### src/rtl/hazard_stall_ctrl.sv
// hazard_stall_ctrl: load-use bubble injection, branch flush and data-memory freeze for the 5-stage pipeline
module hazard_stall_ctrl #(
  parameter int MEM_TIMEOUT = 255,
  parameter int CNT_W = 16
) (
  input  logic             clk_i,
  input  logic             rst_i,
  input  logic [4:0]       ID_RS_i,
  input  logic [4:0]       ID_RT_i,
  input  logic             EX_MemRead_i,
  input  logic [4:0]       EX_Rt_i,
  input  logic             Branch_taken_i,
  input  logic             Dmem_req_i,
  input  logic             Dmem_ack_i,
  output logic             PC_Write_o,
  output logic             IFID_Write_o,
  output logic             IFID_Flush_o,
  output logic             IDEX_Bubble_o,
  output logic             Mem_Stall_o,
  output logic             Mem_Err_o,
  output logic [CNT_W-1:0] Stall_cnt_o
);
  typedef enum logic {RUN, MEM_WAIT} state_t;
  localparam logic [15:0] TO = 16'(MEM_TIMEOUT);
  state_t state, state_nx;
  logic [15:0] waitcnt;
  logic memwait, loaduse, timeout, pc_write;
  always_comb begin
    loaduse = EX_MemRead_i & (EX_Rt_i != 5'd0) & ((EX_Rt_i == ID_RS_i) | (EX_Rt_i == ID_RT_i));
    memwait = (state == RUN) ? Dmem_req_i & ~Dmem_ack_i : ~Dmem_ack_i & (waitcnt < TO);
    timeout = (state == MEM_WAIT) & ~Dmem_ack_i & (waitcnt == TO);
    state_nx = (state == RUN) ? ((Dmem_req_i & ~Dmem_ack_i) ? MEM_WAIT : RUN)
                              : ((Dmem_ack_i | timeout) ? RUN : MEM_WAIT);
    pc_write = ~rst_i & ~memwait & ~loaduse;
    PC_Write_o = pc_write;
    IFID_Write_o = pc_write;
    // a branch alongside a load-use is dropped: its operands are not valid yet
    IFID_Flush_o = pc_write & Branch_taken_i;
    IDEX_Bubble_o = rst_i | (~memwait & loaduse);
    Mem_Stall_o = ~rst_i & memwait;
  end
  always_ff @(posedge clk_i) begin
    if (rst_i) begin
      state <= RUN;
      waitcnt <= '0;
      Stall_cnt_o <= '0;
      Mem_Err_o <= 1'b0;
    end else begin
      state <= state_nx;
      waitcnt <= (state == RUN) ? '0 : waitcnt + 16'd1;
      Stall_cnt_o <= (~pc_write & ~&Stall_cnt_o) ? Stall_cnt_o + CNT_W'(1) : Stall_cnt_o;
      Mem_Err_o <= Mem_Err_o | timeout;
    end
  end
endmodule

### config.mk
export PLATFORM = sky130hd
export DESIGN_NAME = hazard_stall_ctrl
export DESIGN_NICKNAME = d
export VERILOG_FILES = /design/src/rtl/hazard_stall_ctrl.sv
export SDC_FILE = /design/constraint.sdc
export NUM_CORES = 1
export LEC_CHECK = 0
export CORE_ASPECT_RATIO = 0.75
export CORE_UTILIZATION = 50
export DETAILED_ROUTE_END_ITERATION = 10
export PLACE_DENSITY = 0.82
export SLEW_MARGIN = 20
export SYNTH_ARGS = -nofsm -noshare
export SYNTH_HDL_FRONTEND = slang
export SYNTH_SLANG_ARGS = --single-unit
### constraint.sdc
create_clock -name clk_i -period 5.2 [get_ports clk_i]
set_input_delay 1.04 -clock clk_i [delete_from_list [all_inputs] [get_ports clk_i]]
set_output_delay 1.04 -clock clk_i [all_outputs]
set_load 0.1 [all_outputs]
# Word-level counts from Yosys, hierarchy flattened
# Cells that the tools add are included.
totals:
  latch_bits: 0
  romBits: 0
  output_inout_bits: 22
  in_bits: 21
  wordCells: 40
  mem_bits_rw: 0
  regBits: 34
  n_memories: 0
op_classes:
  n_reduce_logical: 4
  n_div: 0
  shifts: 0
  mux: 4
  n_eq_ne: 3
  n_addsub: 2
  n_mul: 0
  order_cmp: 1
  bitwise_logic: 22
op_table:
  columns: ["operator", "count"]
  rows:
  - ["16-bit by 1-bit adder with 16-bit output (second input constant)", 2]
  - ["16-bit by 8-bit equality test with 1-bit output (second input constant)", 1]
  - ["16-bit by 8-bit < comparator with 1-bit output (second input constant)", 1]
  - ["16-bit AND reduction", 1]
  - ["1-bit bitwise AND", 12]
  - ["5-bit equality test", 2]
  - ["1-bit NOT", 6]
  - ["5-bit nonzero test", 1]
  - ["1-bit two-way mux", 4]
  - ["1-bit OR", 4]
  - ["2-bit OR reduction", 1]
  - ["1-bit logical NOT", 1]

# Longest topological paths before layout
depth:
  depth_word: 8
  mapped_depth: 9
  depth_no_buf: 7

# Least setup slack after synthesis
# Ideal clock, no wire load.
synth_timing:
  path_kind: "in2out"
  from: "in EX_Rt_i[1]"
  to: "out IFID_Flush_o"
  required_time_ns: 4.160
  t_arrival_ns: 3.474
  n_path_buf: 2
  cell_stages: 7
  setup_slack_ns: 0.686
  path_cell_list: "or4_1 o21ai_0 o211ai_2 inv_2 buf_4 buf_2 and2_1"
synth_via:
  elab_chain_cells: 6
synth_lines:
  columns: ["element", "line_no", "text"]
  rows:
  - ["from (decl)", "11", "input logic [4:0] EX_Rt_i,"]
  - ["5-bit equality test / 5-bit nonzero test (equally long branches)", "29", "loaduse = EX_MemRead_i & (EX_Rt_i != 5'd0) & ((EX_Rt_i == ID_RS_i) | (EX_Rt_i == ID_RT_i));"]
  - ["1-bit OR / 1-bit bitwise AND (equally long branches)", "29", null]
  - ["1-bit bitwise AND (*)", "29", null]
  - ["1-bit NOT (*)", "34", "pc_write = ~rst_i & ~memwait & ~loaduse;"]
  - ["1-bit bitwise AND (*)", "34", null]
  - ["named net IFID_Write_o", "16", "output logic IFID_Write_o,"]
  - ["1-bit bitwise AND (*)", "38", "IFID_Flush_o = pc_write & Branch_taken_i;"]
  - ["to (decl)", "17", "output logic IFID_Flush_o,"]
# The timed path passes the listed nets; every way through them passes the cells marked *.

# Worst setup path in the final report
layout_timing:
  from: "in EX_Rt_i[1]"
  to: "out IFID_Flush_o"
layout_via:
  elab_chain_cells: 6
layout_lines:
  columns: ["element", "line_no"]
  rows:
  - ["5-bit equality test / 5-bit nonzero test (equally long branches)", "29"]
  - ["1-bit OR / 1-bit bitwise AND (equally long branches)", "29"]
  - ["1-bit bitwise AND (*)", "29"]
  - ["1-bit NOT (*)", "34"]
  - ["1-bit bitwise AND (*)", "34"]
  - ["1-bit bitwise AND (*)", "38"]
# Every way passes the cells marked *; elsewhere a longest branch is shown, timed or not.

==> impl_metrics.csv <==
group,metric,value,unit
yosys,synth_area,1780,µm²
timing,min_period_over_period,83.0,%
worst_hold_path,hold_path_class,"flip-flop to flip-flop",
timing,tns,0,ns
finish,area_growth,29.5,%
clock_network,cts-root-buf,"clkbuf_8",
setup_path,path_max_fanout,31,
setup_path,cp-end-kind,"primary output",
timing,tightest_slew,0.979,ns
floorplan,fp.dieW,70.9,µm
clock_network,ctsHoldBuffers,0,
yosys,yosysUniqueCellTypes,37,
yosys,ys_ff_latch,34,
routing,route.detailed.drc,10,
grt,grt_pass1_vias,1433,
yosys,synth_cells,210,
timing,worst_clock_skew,0.00645,ns
routing,routed_wl,4.14,mm
clock_network,post_cts.repair.setup_buffers,0,
place,dp_hpwl,2.93,mm
yosys,syn-num-nets,233,
status,violations,"DRC",
timing,fin_crit,4.32,ns
run,drv_cap,0,
finish,layout-drive-gt1-share,9.49,%
power_and_ir_drop,p_sw,161,µW
routing,viasPerCell,5.76,
timing,hold_viol_final,0,
floorplan,die_h,53.7,µm
setup_path,cp.required,4.16,ns
grt,grt_pass1_wl,6.75,mm
grt,grt_max_degree,32,
grt,grt_antenna_before_repair,0,
power_and_ir_drop,power_density,244,nW/µm²
timing,final_max_slew_viol_count,0,
clock_network,clockBufferDepth,2,
timing,setup_viol,0,
yosys,ys_warn_count,0,
power_and_ir_drop,power.leakage,0.778,nW
clock_network,clk_latency,0.29,ns
power_and_ir_drop,switching_share,28.6,%
yosys,async_reset_ff_share,0,%
floorplan,die_area,3800,µm²
yosys,syn_avg_cell_area,8.47,µm²
routing,drtAntennaViolNets,0,
routing,post_drt_wl_per_cell,14.1,µm
yosys,seq_area_frac_synth,38.3,%
timing,max_freq,0.232,GHz
routing,vias,1688,
floorplan,rows,18,
power_and_ir_drop,power.internal,401,µW
timing,whs,0.484,ns
yosys,synth-edff-count,0,
grt,track_usage,23.6,%
floorplan,coreArea,3330,µm²
place,place.gp.congestion,0.787,
power_and_ir_drop,peakVddDrop,0.165,mV
clock_network,cts_inserted_buffers,5,
routing,dr.pass1.iters,7,
finish,finalNetCount,275,
timing,rsz0062_at_grt,"false",
routing,drt_iter0_drc,118,
floorplan,start_util,53.4,%
place,portBuffers,42,
clock_network,cts_tree,"built",
setup_path,arrival,3.28,ns
timing,slew_headroom,34.5,%
clock_network,clkSinkCount,34,
status,outcome,"finished, violations left",
finish,antenna_cells,0,
clock_network,path_clk_slew,0.07,ns
setup_path,worst-setup-path-type,"primary input to primary output",
grt,grt-ovfl-total,0,
clock_network,cts_resized,0,
power_and_ir_drop,p_comb_share,16.3,%
yosys,synthFlopType,"dfxtp_1",
power_and_ir_drop,pwr-share-clk,36.3,%
clock_network,cts_max_level,2,
power_and_ir_drop,seqPwrFrac,47.4,%
floorplan,ios,43,
setup_path,critPathLaunchType,"primary input",
final timing paths:
path	startpoint	end	slack, ns	depth (start not counted)
max	EX_Rt_i[1]	IFID_Flush_o	0.88	7
min	Mem_Err_o	Mem_Err_o	0.48	2
max reg2reg	Stall_cnt_o[2]	Stall_cnt_o[11]	2.87	7
min reg2reg	Mem_Err_o	Mem_Err_o	0.48	2
metal layers:
layer  share of wire, %  up-vias  track usage, %
met3                7.6        6            6.18
li1                   -      853               -
met5                  0        -               0
met2                 40       54            33.2
met1                 51      775            33.4
met4                1.5        0            11.7
power by group through the flow:
| stage | logic [mW] | clock network, mW | registers, mW |
|---|---|---|---|
| floorplan | 0.0473 | 0 | 0.285 |
| global placement | 0.0905 | 0 | 0.272 |
| detailed placement | 0.0908 | 0 | 0.272 |
| CTS | 0.0914 | 0.206 | 0.266 |
| global route | 0.0955 | 0.219 | 0.267 |
| finish | 0.0914 | 0.204 | 0.266 |
kinds of logic after synthesis:
family          after synthesis  share of synthesized area [%]
compound gates               38                           13.2
xor+xnor                     21                           10.3
fa+ha+maj                     2                           1.41
buf+inv                      12                           3.59
flops                        34                           38.3
mux                           2                           1.27
simple gates                101                           31.9
cells in the mapped netlist, types with 2 or more instances:
master / instances / area share [%]
a21oi_1: 17 / 4.8
and2_1: 2 / 0.70
and3_1: 4 / 1.4
and4_1: 4 / 2.0
buf_2: 3 / 0.84
buf_4: 2 / 0.84
clkbuf_1: 3 / 0.63
dfxtp_1: 34 / 38
ha_1: 2 / 1.4
inv_1: 2 / 0.42
mux2_2: 2 / 1.3
nand2_1: 18 / 3.8
nand3_1: 11 / 3.1
nand4_1: 4 / 1.4
nor2_1: 23 / 4.9
nor2b_1: 3 / 1.1
nor3_1: 4 / 1.1
nor3_2: 2 / 1.1
nor4_1: 3 / 1.1
nor4_2: 2 / 1.4
o21ai_0: 5 / 1.4
o31ai_1: 11 / 4.6
or3_1: 5 / 1.8
or4_1: 12 / 5.1
xnor2_1: 2 / 0.98
xor2_1: 19 / 9.4
layout make-up:
| cell class | count | area (µm²) |
|---|---|---|
| multi-input combinational | 164 | 1030 |
| fill | 277 | 1030 |
| sequential | 34 | 681 |
| timing repair buffer | 44 | 435 |
| clock buffer | 7 | 86.3 |
| tap | 40 | 50.0 |
| inverter | 3 | 11.3 |
| clock inverter | 1 | 5.00 |
worst max-delay path, cell delays in order:
cell             delay (ns)
clkdlybuf4s50_1        0.46
or4_1                  0.53
o21ai_0                0.29
o211ai_2               0.16
inv_2                  0.36
and2_1                 0.24
buf_12                 0.18
state kept, by name, summed over array words and instances (netlist names):
name	flops
waitcnt	16
Stall_cnt_o	16
Mem_Err_o	1
state	1
cell usage in the layout, fill, tap and decap left out, drive strengths merged, types with 5 or more instances in the layout:
master and n:
a21oi 18, nor4 5, o31ai 11, or3 5, nand2 18, clkdlybuf4s50 37, clkbuf 7, nand3 11
nor2 23, or4 12, nand4 5, o21ai 6, dfxtp 34, xor2 19, nor3 6, buf 7
metrics by stage:
| step | area (µm²) | instances | setup slack, ns | util (%) | power (mW) |
|---|---|---|---|---|---|
| after floorplan | 1780 | 210 | 0.686 | - | 0.333 |
| after global placement | 2210 | 285 | 0.950 | 66.4 | 0.363 |
| after detailed placement | 2210 | 285 | 0.920 | 66.4 | 0.363 |
| after CTS | 2300 | 293 | 0.907 | 69.1 | 0.564 |
| after global routing | 2300 | 293 | 0.784 | 69.1 | 0.581 |
| final | 2300 | 293 | 0.883 | 69.1 | 0.562 |
(Power assumes the default switching activity.)
==> RTL edit 1: new RTL, same flow settings <==
Set the parameter `CNT_W` to 32 (it was 16).
--- a/src/rtl/hazard_stall_ctrl.sv
+++ b/src/rtl/hazard_stall_ctrl.sv
@@ -1,7 +1,7 @@
 // hazard_stall_ctrl: load-use bubble injection, branch flush and data-memory freeze for the 5-stage pipeline
 module hazard_stall_ctrl #(
   parameter int MEM_TIMEOUT = 255,
-  parameter int CNT_W = 16
+  parameter int CNT_W = 32
 ) (
   input  logic             clk_i,
   input  logic             rst_i,
Ports: changed (resized Stall_cnt_o); port bits go from 43 to 59. The function was not compared with the original's and may differ.
==> RTL edit 1 against the unedited design <==
Routed wire length increased by 53%. Non-clock buffer count rose by 17. Area after synthesis up 51%. Global-route usage is 0.44 points higher. Final area up 47%. Sequential cell count up 16. Die area is 50% higher. Power is 29% higher. Combinational power is 14% higher. Setup slack improved by 13 ps. Cell count is 51% higher. Critical endpoint unchanged. Highest routed layer unchanged.
==> RTL edit 1: results (changes against the unedited design) <==
stage	metric	value	unit	change
route	drt initial violations	143		was 118
route	first drt pass iteration count	4		was 7
placed_design	Post-Place Worst Slack	903	ps	was 920 ps
timing	fin crit share	0.828		was 0.830
critical_path	flop2flop setup slack	2010	ps	was 2870 ps
critical_path	highest net fanout along the worst path	8		was 31
timing	max_slew headroom	0.347		was 0.345
pwr	VDD IR max	0.139	mV	was 0.165 mV
synth	syn_nets	343		was 233
critical_path	Worst Setup SP	EX_Rt_i[2]		was EX_Rt_i[1]
worst_hold_path	Hold Path Origin	waitcnt[0]$_SDFF_PP0_		was Mem_Err_o$_SDFF_PP0_
global_routing	number of global-route vias before repair	2429		was 1433
critical_path	worst r2r src	Stall_cnt_o[13]$_SDFFE_PP0P_		was Stall_cnt_o[2]$_SDFFE_PP0P_
route	post-DR vias/cell	6.01		was 5.76
critical_path	Worst R2R End	Stall_cnt_o[26]$_SDFFE_PP0P_		was Stall_cnt_o[11]$_SDFFE_PP0P_
placed_design	DP Area	3310	µm²	was 2210 µm²
synth	largest cells by area after synthesis	dfxtp_1, or4_1, o31ai_1		was dfxtp_1, xor2_1, or4_1
synth	library cells used by synthesis	42		was 37
global_routing	pin count of the biggest net entering global routing	51		was 32
cells_and_area	n_diodes	0		unchanged
placed_design	global placement routability congestion	0.765		was 0.787
global_routing	first-pass GRT wire length	10.9	mm	was 6.75 mm
placed_design	placed insts	433		was 285
clock_tree	clk_lat worst skew	310	ps	was 290 ps
clock_tree	post-cts resize count	0		unchanged
route	DR vias	2649		was 1688
route	Routed WL	6.32	mm	was 4.14 mm
timing	Layout Skew	15.8	ps	was 6.45 ps
critical_path	crit-path max cell delay	550	ps	was 530 ps
synth	Syn Inst Count	320		was 210
placed_design	post-DP HPWL	4.47	mm	was 2.93 mm
pwr	leakage	0.00110	µW	was 0.000778 µW
worst_hold_path	WHS Endpoint	waitcnt[0]$_SDFF_PP0_		was Mem_Err_o$_SDFF_PP0_
status	outcome	complete, no violations		was complete, but fails checks
timing	Hold WS	476	ps	was 484 ps
cells_and_area	final net count	391		was 275
placed_design	port bufs	58		was 42
cells_and_area	layout cells sized above 1	0.0732		was 0.0949
synth	register area share after synthesis	0.371		was 0.383
global_routing	Total GRT Usage	0.240		was 0.236
synth	Post-synth top cells	dfxtp_1, nor2_1, a21oi_1, nand3_1, or4_1		was dfxtp_1, nor2_1, xor2_1
critical_path	CP arrival	3260	ps	was 3280 ps
cells_and_area	FILL cells	437		was 277
worst_hold_path	Cells on Worst Hold Path	1		was 2
clock_tree	Reg clk slew, reported paths	80	ps	
cells_and_area	Regs by FF count	Stall_cnt_o x32, waitcnt x16		was Stall_cnt_o x16, waitcnt x16
RTL edit 1: routing by layer:
metal / vias to the layer above / global-route usage / wire [µm]
met5: - / 0 / 0
met4: 0 / 0.0708 / 34
met3: 4 / 0.0477 / 396
met2: 91 / 0.381 / 2870
met1: 1262 / 0.331 / 3020
li1: 1292 / - / -
RTL edit 1: power by group:
part	internal [µW]	switching [µW]
Clock	94.8	133
Combinational	37.3	67.0
Sequential	385	6.41
RTL edit 1: layout make-up:
cell class	instances	area, µm²	share of cell area
repair buffers	61	628	0.185
multi-input cells	245	1570	0.462
clock inverters	3	21.3	0.00626
clock buffers	5	68.8	0.0203
well taps	72	90.1	0.0265
inverters	5	18.8	0.00553
flip-flops and latches	50	1000	0.295
RTL edit 1: logic make-up after synthesis:
family,count (synthesis),share of synthesized area
muxes,6,0.0251
DFF,50,0.371
buffers and inverters,25,0.0469
xor gates and xnor gates,24,0.0780
AOI/OAI and AO/OA,59,0.139
and+or+nand+nor,154,0.330
adders and majority gates,2,0.00928
==> RTL edit 2: new RTL, same settings <==
Made on the original files. Reset style: asynchronous (`rst_i`), changed in one clocked block.
--- a/src/rtl/hazard_stall_ctrl.sv
+++ b/src/rtl/hazard_stall_ctrl.sv
@@ -39,7 +39,7 @@
     IDEX_Bubble_o = rst_i | (~memwait & loaduse);
     Mem_Stall_o = ~rst_i & memwait;
   end
-  always_ff @(posedge clk_i) begin
+  always_ff @(posedge clk_i or posedge rst_i) begin
     if (rst_i) begin
       state <= RUN;
       waitcnt <= '0;
Check against the original RTL: differs if rst_i is asserted again (counterexample within 4 cycles, from zero or initial values and one cycle with rst_i high); with rst_i held inactive, the same outputs for 10 cycles.
==> RTL edit 2 against the unedited design <==
Sequential cell count did not move. Setup slack improved by 300 ps. Area after synthesis rose by 5.5%. Synthesized cell count fell by 16%. Routed wire length fell by 3.3%. Final area rose by 6.4%. Critical path type unchanged. Critical endpoint unchanged.
Power is not compared: it rests on default switching activity, and its combinational part moved more than twofold at a synthesized area within 25%.
==> RTL edit 2: results (changes against the unedited design) <==
stage	metric	value	unit	change
status	outcome	complete, no violations		was complete, but fails checks
route	routed len/inst	14.6	µm	was 14.1 µm
global_routing	number of global-route vias before repair	1447		was 1433
global_routing	Total GRT Usage	0.228		was 0.236
placed_design	placed insts	267		was 285
global_routing	first-pass GRT wire length	6.58	mm	was 6.75 mm
placed_design	DP Area	2340	µm²	was 2210 µm²
placed_design	post-DP HPWL	2.90	mm	was 2.93 mm
global_routing	pin count of the biggest net entering global routing	27		was 32
route	first drt pass iteration count	4		was 7
synth	Post-synth top cells	dfrtp_1, xnor2_1, nand2_1		was dfxtp_1, nor2_1, xor2_1
global_routing	met1 Use GR	0.281		was 0.334
die	Initial Util	0.548		was 0.534
critical_path	CP arrival	2980	ps	was 3280 ps
cells_and_area	FILL cells	261		was 277
synth	largest cells by area after synthesis	dfrtp_1, xnor2_1, and2_1		was dfxtp_1, xor2_1, or4_1
cells_and_area	final net count	247		was 275
route	post-DR vias/cell	5.32		was 5.76
critical_path	crit-path max cell delay	550	ps	was 530 ps
global_routing	met2 Use GR	0.372		was 0.332
synth	Post-synth ARST share	1.00		was 0
route	Routed WL	4.00	mm	was 4.14 mm
synth	syn_nets	200		was 233
synth	register area share after synthesis	0.453		was 0.383
placed_design	global placement routability congestion	0.881		was 0.787
route	drt initial violations	47		was 118
synth	top cell type's share of synthesized area	0.453		was 0.383
synth	Post-Syn Area per Cell	10.6	µm²	was 8.47 µm²
RTL edit 2: cell types whose count changed in the layout (fill, tap and decap cells not counted), moves of 15 or more:
cell and change:
xnor2_1 +25, a21oi_1 -15, nor2_1 -15, dfxtp_1 -34, dfrtp_1 +34
RTL edit 2: worst register-to-register path, cell delays in order (launching register included):
cell      delay (ps)
dfrtp_1          390
ha_1             230
nand3_2          130
or2_0            390
a211oi_4         430
a21boi_4         320
nor2_1            90
xor2_1           140
RTL edit 2: per-layer routing:
metal | routed length, µm | vias to the layer above
met5 | 0 | -
met4 | 81 | 0
met1 | 1850 | 703
met2 | 1820 | 42
li1 | - | 704
met3 | 256 | 9
RTL edit 2: path summary, 6_finish.rpt:
path | startpoint | end | slack [ps] | depth (start not counted)
max | EX_Rt_i[1] | IFID_Flush_o | 1180 | 6
min | Mem_Err_o$_DFF_PP0_ | Mem_Err_o$_DFF_PP0_ | 480 | 1
max reg2reg | waitcnt[0]$_DFF_PP0_ | Stall_cnt_o[12]$_DFFE_PP0P_ | 2960 | 7
min reg2reg | Mem_Err_o$_DFF_PP0_ | Mem_Err_o$_DFF_PP0_ | 480 | 1
max in group asynchronous | rst_i | waitcnt[5]$_DFF_PP0_ | 3410 | 3
min in group asynchronous | rst_i | waitcnt[11]$_DFF_PP0_ | 1150 | 2
RTL edit 2: per-stage QoR:
step	total power, µW	worst slack, ps
after detailed placement	754	1170
after global routing	1040	1070
after CTS	1000	1160
after global placement	747	1210
final	994	1180
after floorplan	648	871
RTL edit 2: layout make-up:
cell class	count	share of cell area
Sequential cell	34	0.347
Multi-Input combinational cell	137	0.407
Inverter	3	0.00459
Clock inverter	1	0.0123
Tap cell	50	0.0255
Timing Repair Buffer	43	0.169
Clock buffer	6	0.0337
RTL edit 2: cells by family (layout without fill, tap and decap cells):
logic type / after synthesis / in the layout / share of synthesized area
AOI/OAI and AO/OA: 18 / 18 / 0.0967
xor gates and xnor gates: 36 / 36 / 0.168
adders and majority gates: 2 / 2 / 0.0133
buffers and inverters: 6 / 53 / 0.0147
DFF: 34 / 34 / 0.453
muxes: 1 / 1 / 0.00600
and+or+nand+nor: 80 / 80 / 0.248
RTL edit 2: power breakdown:
part / switching [µW] / leakage, µW / internal (µW) / total, µW
Sequential: 42.8 / 0.000447 / 296 / 339
Combinational: 299 / 0.000489 / 110 / 409
Clock: 92.1 / 0.0000573 / 153 / 245
Total: 434 / 0.000994 / 560 / 994
